`config.mk`:
```
export PLATFORM = sky130hd
export DESIGN_NAME = sort_sequencer
export DESIGN_NICKNAME = d
export VERILOG_FILES = /design/src/rtl/sort_sequencer.sv
export SDC_FILE = /design/constraint.sdc
export NUM_CORES = 1
export LEC_CHECK = 0
export ABC_CLOCK_PERIOD_IN_PS = 7300
export BUFFER_PORTS_ARGS = -buffer_cell sky130_fd_sc_hd__buf_4
export CAP_MARGIN = 0
export CORE_MARGIN = 2
export CORE_UTILIZATION = 45
export DETAILED_ROUTE_END_ITERATION = 6
export GPL_ROUTABILITY_DRIVEN = 0
export PLACE_DENSITY_LB_ADDON = 0.25
export SYNTH_ARGS = -nofsm -noshare
export SYNTH_HDL_FRONTEND = slang
export SYNTH_SLANG_ARGS = --single-unit
```
`constraint.sdc`:
```
create_clock -name clk_i -period 7.3 [get_ports clk_i]
set_input_delay 0.365 -clock clk_i [delete_from_list [all_inputs] [get_ports clk_i]]
set_output_delay 0.365 -clock clk_i [all_outputs]
set_load 0.02 [all_outputs]
```
`src/rtl/sort_sequencer.sv`:
```
// Frame buffer and sequencer for the odd-even transposition sorter.
// Loads up to DEPTH keys, runs DEPTH compare-exchange phases, then drains.
module sort_sequencer #(
  parameter int WIDTH      = 8,
  parameter int DEPTH      = 8,
  parameter bit DESCENDING = 1'b0
) (
  input  logic                     clk_i,
  input  logic                     rst_i,
  input  logic [WIDTH-1:0]         in_data_i,
  input  logic                     in_valid_i,
  input  logic                     in_last_i,
  output logic                     in_ready_o,
  output logic [WIDTH-1:0]         out_data_o,
  output logic                     out_valid_o,
  input  logic                     out_ready_i,
  output logic                     out_last_o,
  output logic                     busy_o,
  output logic [$clog2(DEPTH)-1:0] phase_o
);

  localparam int PW = $clog2(DEPTH);
  localparam int CW = $clog2(DEPTH + 1);

  typedef enum logic [1:0] {
    LOAD,
    SORT,
    DRAIN
  } state_t;

  state_t           state_q, state_d;
  logic [WIDTH-1:0] key_q [DEPTH];
  logic [WIDTH-1:0] key_d [DEPTH];
  logic [DEPTH-1:0] empty_q, empty_d;
  logic [CW-1:0]    cnt_q, cnt_d;
  logic [PW-1:0]    rd_q, rd_d;
  logic [PW-1:0]    phase_q, phase_d;

  // Empty slots always lose toward the tail, whatever the direction.
  function automatic logic out_of_order(
    input logic             ea,
    input logic [WIDTH-1:0] ka,
    input logic             eb,
    input logic [WIDTH-1:0] kb
  );
    if (eb) return 1'b0;
    if (ea) return 1'b1;
    return DESCENDING ? (ka < kb) : (ka > kb);
  endfunction

  always_comb begin
    state_d     = state_q;
    key_d       = key_q;
    empty_d     = empty_q;
    cnt_d       = cnt_q;
    rd_d        = rd_q;
    phase_d     = phase_q;
    in_ready_o  = 1'b0;
    out_valid_o = 1'b0;
    out_last_o  = 1'b0;
    out_data_o  = '0;
    busy_o      = 1'b0;
    phase_o     = '0;
    unique case (state_q)
      LOAD: begin
        in_ready_o = 1'b1;
        if (in_valid_i) begin
          key_d[cnt_q[PW-1:0]]   = in_data_i;
          empty_d[cnt_q[PW-1:0]] = 1'b0;
          cnt_d = cnt_q + CW'(1);
          if (in_last_i || cnt_q == CW'(DEPTH - 1)) begin
            state_d = SORT;
            phase_d = '0;
          end
        end
      end
      SORT: begin
        busy_o  = 1'b1;
        phase_o = phase_q;
        // Pairs start on even slots in even phases, odd slots in odd ones.
        for (int i = 0; i < DEPTH - 1; i++) begin
          if ((((i % 2) == 1) == phase_q[0]) &&
              out_of_order(empty_q[i], key_q[i],
                           empty_q[i+1], key_q[i+1])) begin
            key_d[i]     = key_q[i+1];
            key_d[i+1]   = key_q[i];
            empty_d[i]   = empty_q[i+1];
            empty_d[i+1] = empty_q[i];
          end
        end
        phase_d = phase_q + PW'(1);
        if (phase_q == PW'(DEPTH - 1)) begin
          state_d = DRAIN;
          phase_d = '0;
          rd_d    = '0;
        end
      end
      DRAIN: begin
        busy_o      = 1'b1;
        out_valid_o = 1'b1;
        out_data_o  = key_q[rd_q];
        out_last_o  = (CW'(rd_q) == cnt_q - CW'(1));
        if (out_ready_i) begin
          rd_d = rd_q + PW'(1);
          if (out_last_o) begin
            for (int i = 0; i < DEPTH; i++) key_d[i] = '0;
            empty_d = '1;
            cnt_d   = '0;
            rd_d    = '0;
            state_d = LOAD;
          end
        end
      end
      default: state_d = LOAD;
    endcase
  end

  always_ff @(posedge clk_i or posedge rst_i) begin
    if (rst_i) begin
      state_q <= LOAD;
      for (int i = 0; i < DEPTH; i++) key_q[i] <= '0;
      empty_q <= '1;
      cnt_q   <= '0;
      rd_q    <= '0;
      phase_q <= '0;
    end else begin
      state_q <= state_d;
      key_q   <= key_d;
      empty_q <= empty_d;
      cnt_q   <= cnt_d;
      rd_q    <= rd_d;
      phase_q <= phase_d;
    end
  end

endmodule
```
Yosys cells after proc, flatten, opt, wreduce, memory -nomap -nowiden

Cells that the tools add are included.

Memory bits (read-only): 0
Input port bits: 13
Latch bits: 0
Memories: 0
Register bits after elaboration: 84
RAM bits: 0

Add/sub/neg operators: 4
Reduce and logical (&&, ||, !) cells: 28
Eq/ne operators: 18
$mul: 0
Shifts and indexed selects: 0
Muxes and demuxes: 121
Div/mod/pow operators: 0
Bitwise gates (word level): 5
Order comparisons: 12

Operator list:

| operator                                                       | count |
|---|---|
| 64-bit two-way mux                                             | 3 |
| 64-bit one-hot mux with 3 select lines                         | 1 |
| 16-bit two-way mux                                             | 8 |
| 1-bit two-way mux                                              | 69 |
| 64-bit bitwise mux                                             | 1 |
| 8-bit greater-than comparator                                  | 7 |
| 8-bit two-way mux                                              | 7 |
| 5-bit AND reduction                                            | 9 |
| 2-bit two-way mux                                              | 14 |
| 8-bit binary-select mux with 3-bit select                      | 1 |
| 8-bit demux with 3-bit select                                  | 1 |
| 8-bit one-hot mux with 3 select lines                          | 1 |
| 3-bit two-way mux                                              | 7 |
| 3-bit inequality test (second input constant)                  | 6 |
| 2-bit inequality test (second input constant)                  | 7 |
| 4-bit two-way mux                                              | 3 |
| 3-bit one-hot mux with 2 select lines                          | 2 |
| 1-bit logical AND                                              | 9 |
| 8-bit bitwise AND                                              | 1 |
| 4-bit >= comparator (second input constant)                    | 2 |
| 3-bit NOT with 4-bit output                                    | 2 |
| 8-bit NOT                                                      | 1 |
| 4-bit one-hot mux with 2 select lines                          | 1 |
| 3-bit by 1-bit adder with 3-bit output (second input constant) | 2 |
| other kinds (20)                                               | 23 |

Logic depth before layout (Yosys ltp)

Gate-level depths: netlist of the first run.

Depth after elaboration: 18
Gate-level depth with buffers: 11
Gate-level depth less buffers: 9

Least setup slack after synthesis of the first run

Ideal clock, no wire load.

Kind: reg-to-reg
Start point: register state_q[1]
End point: register (tool-made name)
Data arrival time: 2409 ps
Clock period less this slack: 2488 ps
Setup slack: 4812 ps
Required time: 7220 ps
Stages on the path, launching flop included: 11
Path buffers: 2
Path through: dfrtp_1 inv_1 ha_1 buf_2 inv_2 nor2_1 nand2_1 nor4_2 clkbuf_1 a221oi_1 mux2i_1

RTL lines:

| item                     | line | source |
|---|---|---|
| start: declaration       | 31   | `state_t state_q, state_d;` |
| start signal: assignment | 127  | `state_q <= state_d;` |

==> flow_metrics.env, run 1 <==
export IMPL_grt_setup_unrepaired="false"
export IMPL_postCtsResizedCells=0
export IMPL_layout_filler_cells=1365
export IMPL_worst_slew_pin_transition_ns=1.28
export IMPL_antenna_diode_count=0
export IMPL_fin_crit_ns=3.69
export IMPL_setup_worst_path_end_class="register"
export IMPL_ctsHoldBuffers=0
export IMPL_maxClockFrequency_mhz=271
export IMPL_async_flop_share=1.00
export IMPL_pwr_density_nw_per_um2=493
export IMPL_place_ws_ns=3.72
export IMPL_detail_route_iter0_violations=652
export IMPL_die_height_um=127
export IMPL_maxCapViolations=0
export IMPL_mostFrequentLayoutCell="sky130_fd_sc_hd__dfrtp_1"
export IMPL_yosys_most_used_dff="sky130_fd_sc_hd__dfrtp_1"
export IMPL_post_synth_cell_area_avg_sq_um=9.34
export IMPL_antenna_violations_before_repair=1
export IMPL_io_pins=28
export IMPL_cts_path_max_buffers=2
export IMPL_worstHoldPathType="input port to asynchronous set/reset pin"
export IMPL_grt_first_pass_wirelength_um=35100
export IMPL_report_final_hold_viol_count=0
export IMPL_die_width_um=127
export IMPL_total_power_mw=3.71
export IMPL_drt_total_wl_um=21900
export IMPL_cts_made_buffers=9
export IMPL_post_synth_instance_area_sq_um=6860
export IMPL_grt_pass1_vias=6101
export IMPL_post_cts_repair_setup_buffers=0
export IMPL_io_buffers=27
export IMPL_class_of_the_most_critical_setup_path="register to register"
export IMPL_multiInputGateArea_sq_um=4310
export IMPL_route_detailed_wl_per_inst_um=23.2
export IMPL_core_rowCount=45
export IMPL_vdd_ir_drop_max_mv=0.215
export IMPL_mostFrequentLayoutCells="76 x sky130_fd_sc_hd__dfrtp_1, 71 x sky130_fd_sc_hd__inv_1, 71 x sky130_fd_sc_hd__nor2_1"
export IMPL_synth_nets=811
export IMPL_fraction_of_final_layout_cells_with_drive_strength_greater_than_1=0.140
export IMPL_syn_instance_count=734
export IMPL_final_antenna_net_count=0
export IMPL_globalRouteTotalUtil=0.282
export IMPL_finalCoreUtilization=0.501
export IMPL_placedInstanceArea_sq_um=7200
export IMPL_regArea_sq_um=2110
export IMPL_placedCellCount=927
export IMPL_setup_tns_ns=0
export IMPL_worst_ep_required_time_ns=7.57
export IMPL_instances_no_fill=943
export IMPL_core_area_sq_um=15000
export IMPL_worst_hold_slack_ns=0.0527
export IMPL_setup_reg_to_reg_worst_slack_ns=3.61
export IMPL_drt_pass1_iterations=5
export IMPL_clock_skew_ns=0.00949
export IMPL_synth_area_top_cells="sky130_fd_sc_hd__dfrtp_1 28%, sky130_fd_sc_hd__ha_1 12%, sky130_fd_sc_hd__mux2i_1 7.2%"
export IMPL_yosysWarnings=0
export IMPL_synth_enable_flop_cells=0
export IMPL_cts_reportedPaths_clkPinSlew_ns=0.07
export IMPL_cts_htree_levels=3
export IMPL_postSynthRegisterBits=84
export IMPL_grt_max_degree=54
export IMPL_timing_max_transition_violations_final=0
export IMPL_vias=6213
export IMPL_power_leakage_nw=3.24
export IMPL_floorplan_die_area_sq_um=16200
export IMPL_max_slew_margin_rel=0.135
export IMPL_worst_setup_path_start_kind="register"
export IMPL_path_max_fanout=26
export IMPL_final_min_period_over_clock_period=0.506
export IMPL_floorplan_initialDensity=0.456
export IMPL_synth_cell_types=75
export IMPL_clock_sinks=84
export IMPL_area_growth_pct=9.78
export IMPL_setup_ws_ns=3.61
export IMPL_synth_top_cell_area_share=0.277
export IMPL_stdcell_area_sq_um=7530
export IMPL_status="complete, no violations"
export IMPL_worstPathArrival_ns=3.96
export IMPL_global_route_overflow_total=0
export IMPL_synth_seq_area_share=0.308
export IMPL_vias_per_cell=6.59
export IMPL_design_final_nets=827
export IMPL_clock_tree_from_tritoncts="yes"
export IMPL_remaining_drc_errors=0
export IMPL_cts_root_buffer="sky130_fd_sc_hd__clkbuf_16"
export IMPL_worst_skew_pair_late_latency_ns=0.35
export IMPL_setup_violations=0
export IMPL_dp_hpwl_um=16700
export IMPL_synth_top_cell_by_area="sky130_fd_sc_hd__dfrtp_1"
## critical path, stage by stage (launching register included)
cell and delay (ns):
sky130_fd_sc_hd__dfrtp_1 0.38, sky130_fd_sc_hd__inv_1 0.07, sky130_fd_sc_hd__ha_1 0.87, sky130_fd_sc_hd__inv_2 0.34, sky130_fd_sc_hd__nor2_4 0.42, sky130_fd_sc_hd__nand2_1 0.29
sky130_fd_sc_hd__nor4_4 0.83, sky130_fd_sc_hd__a221oi_1 0.17, sky130_fd_sc_hd__a21oi_1 0.21
## Yosys cell counts, drive strengths merged (3+ instances only)
cell,n
ha,64
nand3,20
a22oi,8
a21oi,45
a31oi,4
nand2,48
nor2,72
xor2,4
clkbuf,11
o31ai,6
nor4,6
o41ai,3
nand2b,3
a211oi,5
a2111oi,3
a21o,7
inv,74
a21boi,3
mux2i,49
or3,4
o21bai,5
dfrtp,76
buf,19
nor3,13
and3,4
nand4,7
nor2b,18
o211ai,4
a221oi,32
o32a,9
mux4,16
o21ai,30
dfstp,8
a222oi,8
and2,5
mux2,8
## final timing paths
check	end	start	cells past startpoint
setup reg to reg	register	state_q[1]	8
max in group asynchronous	asynchronous set/reset pin	rst_i	3
hold / removal	rd_q[2]	rst_i	2
setup / recovery	register	state_q[1]	8
hold reg to reg	phase_q[1]	phase_q[1]	2
min in group clk_i	cnt_q[2]	out_ready_i	3
## report_power, final
group	internal (mW)	leakage, nW	switching (mW)
Combinational	0.891	2.00	1.36
Clock	0.320	0.160	0.194
Sequential	0.639	1.08	0.307
Total	1.85	3.24	1.86
## cells by family (layout without fill, tap and decap cells)
family | count (synthesis) | in the layout | share of synthesized area
AOI/OAI and AO/OA | 193 | 193 | 0.210
and+or+nand+nor | 209 | 209 | 0.152
xor gates and xnor gates | 6 | 6 | 0.00766
DFF | 84 | 84 | 0.308
muxes | 73 | 73 | 0.142
adders and majority gates | 64 | 64 | 0.117
buffers and inverters | 105 | 126 | 0.0640
## final cells by class
class | count | area share
well taps | 188 | 0.0312
multi-input cells | 545 | 0.572
repair buffers | 35 | 0.0349
inverters | 75 | 0.0376
flip-flops and latches | 84 | 0.281
clock buffers | 13 | 0.0346
clock inverters | 3 | 0.00914
## routing by layer
metal,vias to the layer above,track usage,share of wire
li1,2775,-,-
met1,3093,0.380,0.42
met2,290,0.435,0.46
met3,53,0.0712,0.084
met4,2,0.114,0.031
met5,-,0,0.00050
No activity file was read; power rests on OpenSTA's default activity.
==> run 2, diff against run 1 <==
- ABC_CLOCK_PERIOD_IN_PS: 7300 -> 3100
- clock period: 7.3 -> 3.1 ns (I/O delays scaled with it)
==> run 2 against run 1 <==
Against the previous run: die area stayed put; largest power group unchanged; register-to-register slack worse by 3.4 ns; worst setup slack got worse by 3.4 ns; combinational power rose to 2.5 times the previous value; clock-buffer cell count shrank 2; fmax rose by 27%; sequential cell count is the same; largest cell class unchanged; final cell count grew 3.1%; sequential share of layout area is 0.62 points lower; total power increased by 140%.
==> flow_metrics.env, run 2 (same netlist as run 1, synthesis figures left out) <==
export IMPL_maxClockFrequency_mhz=343
export IMPL_design_final_nets=856
export IMPL_class_of_the_most_critical_setup_path="register to register"
export IMPL_timing_max_transition_violations_final=0
export IMPL_cts_reportedPaths_clkPinSlew_ns=0.07
export IMPL_worst_setup_path_start_kind="register"
export IMPL_pwr_density_nw_per_um2=1160
export IMPL_worst_ep_required_time_ns=3.37
export IMPL_placedCellCount=955
export IMPL_path_max_fanout=9
export IMPL_core_rowCount=45
export IMPL_worst_slew_pin_transition_ns=0.849
export IMPL_grt_first_pass_wirelength_um=36500
export IMPL_remaining_drc_errors=0
export IMPL_drt_total_wl_um=23600
export IMPL_die_height_um=127
export IMPL_dp_hpwl_um=17600
export IMPL_clock_tree_from_tritoncts="yes"
export IMPL_worstPathArrival_ns=3.18
export IMPL_area_growth_pct=12.2
export IMPL_final_antenna_net_count=0
export IMPL_maxCapViolations=0
export IMPL_critical_path_max_stage_delay_ns=0.61
export IMPL_io_pins=28
export IMPL_cts_root_buffer="sky130_fd_sc_hd__clkbuf_16"
export IMPL_vdd_ir_drop_max_mv=0.474
export IMPL_setup_tns_ns=0
export IMPL_place_ws_ns=0.255
export IMPL_die_width_um=127
export IMPL_globalRouteTotalUtil=0.298
export IMPL_cts_htree_levels=3
export IMPL_mostFrequentLayoutCells="76 x sky130_fd_sc_hd__dfrtp_1, 71 x sky130_fd_sc_hd__inv_1, 71 x sky130_fd_sc_hd__nor2_1"
export IMPL_detail_route_iter0_violations=1012
export IMPL_worstHoldPathType="input port to register"
export IMPL_setup_violations=0
export IMPL_global_route_overflow_total=0
export IMPL_layout_filler_cells=1401
export IMPL_antenna_violations_before_repair=0
export IMPL_vias=6436
export IMPL_cts_path_max_buffers=2
export IMPL_status="complete, no violations"
export IMPL_mostFrequentLayoutCell="sky130_fd_sc_hd__dfrtp_1"
export IMPL_crit_buf_inv=1
export IMPL_route_detailed_wl_per_inst_um=24.3
export IMPL_fin_crit_ns=2.91
export IMPL_floorplan_initialDensity=0.456
export IMPL_instances_no_fill=972
export IMPL_max_slew_margin_rel=0.434
export IMPL_clock_skew_ns=0.0133
export IMPL_cts_made_buffers=9
export IMPL_power_leakage_nw=3.36
export IMPL_crit_cells=9
export IMPL_min_path_cells=3
export IMPL_clock_sinks=84
export IMPL_grt_max_degree=45
export IMPL_final_min_period_over_clock_period=0.939
export IMPL_report_final_hold_viol_count=0
export IMPL_post_cts_repair_setup_buffers=0
export IMPL_critPathTopFamily="compound AO/OA/AOI/OAI gates"
export IMPL_grt_pass1_vias=6326
export IMPL_worst_skew_pair_late_latency_ns=0.36
export IMPL_total_power_mw=8.91
export IMPL_rr_worst_depth=9
export IMPL_finalCoreUtilization=0.512
export IMPL_drt_pass1_iterations=6
export IMPL_path_cells="inv_1 > ha_1 > nor2b_1 > o211ai_1 > a21o_1 > a31o_2 > o221ai_1 > and3_1 > mux2i_1"
export IMPL_fraction_of_final_layout_cells_with_drive_strength_greater_than_1=0.172
export IMPL_io_buffers=27
export IMPL_grt_setup_unrepaired="false"
export IMPL_vias_per_cell=6.62
export IMPL_floorplan_die_area_sq_um=16200
export IMPL_setup_worst_path_end_class="register"
export IMPL_timing_critical_path_slowest_stage_cell="sky130_fd_sc_hd__and3_1"
export IMPL_setup_ws_ns=0.189
export IMPL_antenna_diode_count=0
export IMPL_core_area_sq_um=15000
==> run 2: cell type report <==
type / count / area [sq um] / area share
Clock buffer: 11 / 243 / 0.0315
Clock inverter: 5 / 35.0 / 0.00455
Inverter: 75 / 283 / 0.0367
Multi-Input combinational cell: 545 / 4310 / 0.559
Sequential cell: 84 / 2110 / 0.274
Tap cell: 188 / 235 / 0.0306
Timing Repair Buffer: 64 / 483 / 0.0627
==> run 2: report_power, final <==
group | total (mW) | internal, mW | switching [mW]
sequential | 2.19 | 1.50 | 0.683
combinational | 5.67 | 2.31 | 3.36
clock | 1.05 | 0.567 | 0.487
total | 8.91 | 4.38 | 4.53
==> run 2: what timing repair did <==
action | 4_1_cts | 5_1_grt
hold buffers | 1 | 0
resized for setup | 0 | 0
setup endpoints to repair | 0 | 0
hold endpoints to repair | 39 | 0
==> run 2: routing by layer <==
metal  part of all wire  vias to the layer above  global-route usage
met3              0.094                       80              0.0574
met2               0.45                      367               0.470
met1               0.41                     3155               0.396
li1                   -                     2834                   -
met4              0.043                        0               0.141
met5                  0                        -                   0
==> run 2: metrics by stage <==
step	hold WS, ns	area, sq um
6_report	0.215	7700
5_1_grt	0.221	7700
4_1_cts	0.196	7700
3_5_place_dp	0.343	7410
3_3_place_gp	0.327	7410
2_1_floorplan	0.407	6860
==> run 2: final timing paths <==
check                              to  slack (ns)         from
max                          register        0.19     register
min                          cnt_q[2]        0.21  out_ready_i
max reg2reg                  register        0.19     register
min reg2reg                empty_q[7]        0.51   empty_q[7]
max in group asynchronous  empty_q[3]        1.71        rst_i
min in group asynchronous     rd_q[1]        0.49        rst_i
==> run 2: worst register-to-register path, delay by kind of cell, from the launching register on <==
kind,cells,cell delay [ns]
AO/OA/AOI/OAI,4,0.87
AND/OR/NAND/NOR,2,0.74
flip-flops,1,0.55
adder cells (fa/ha/maj),1,0.30
multiplexers,1,0.29
buffers and inverters,1,0.08
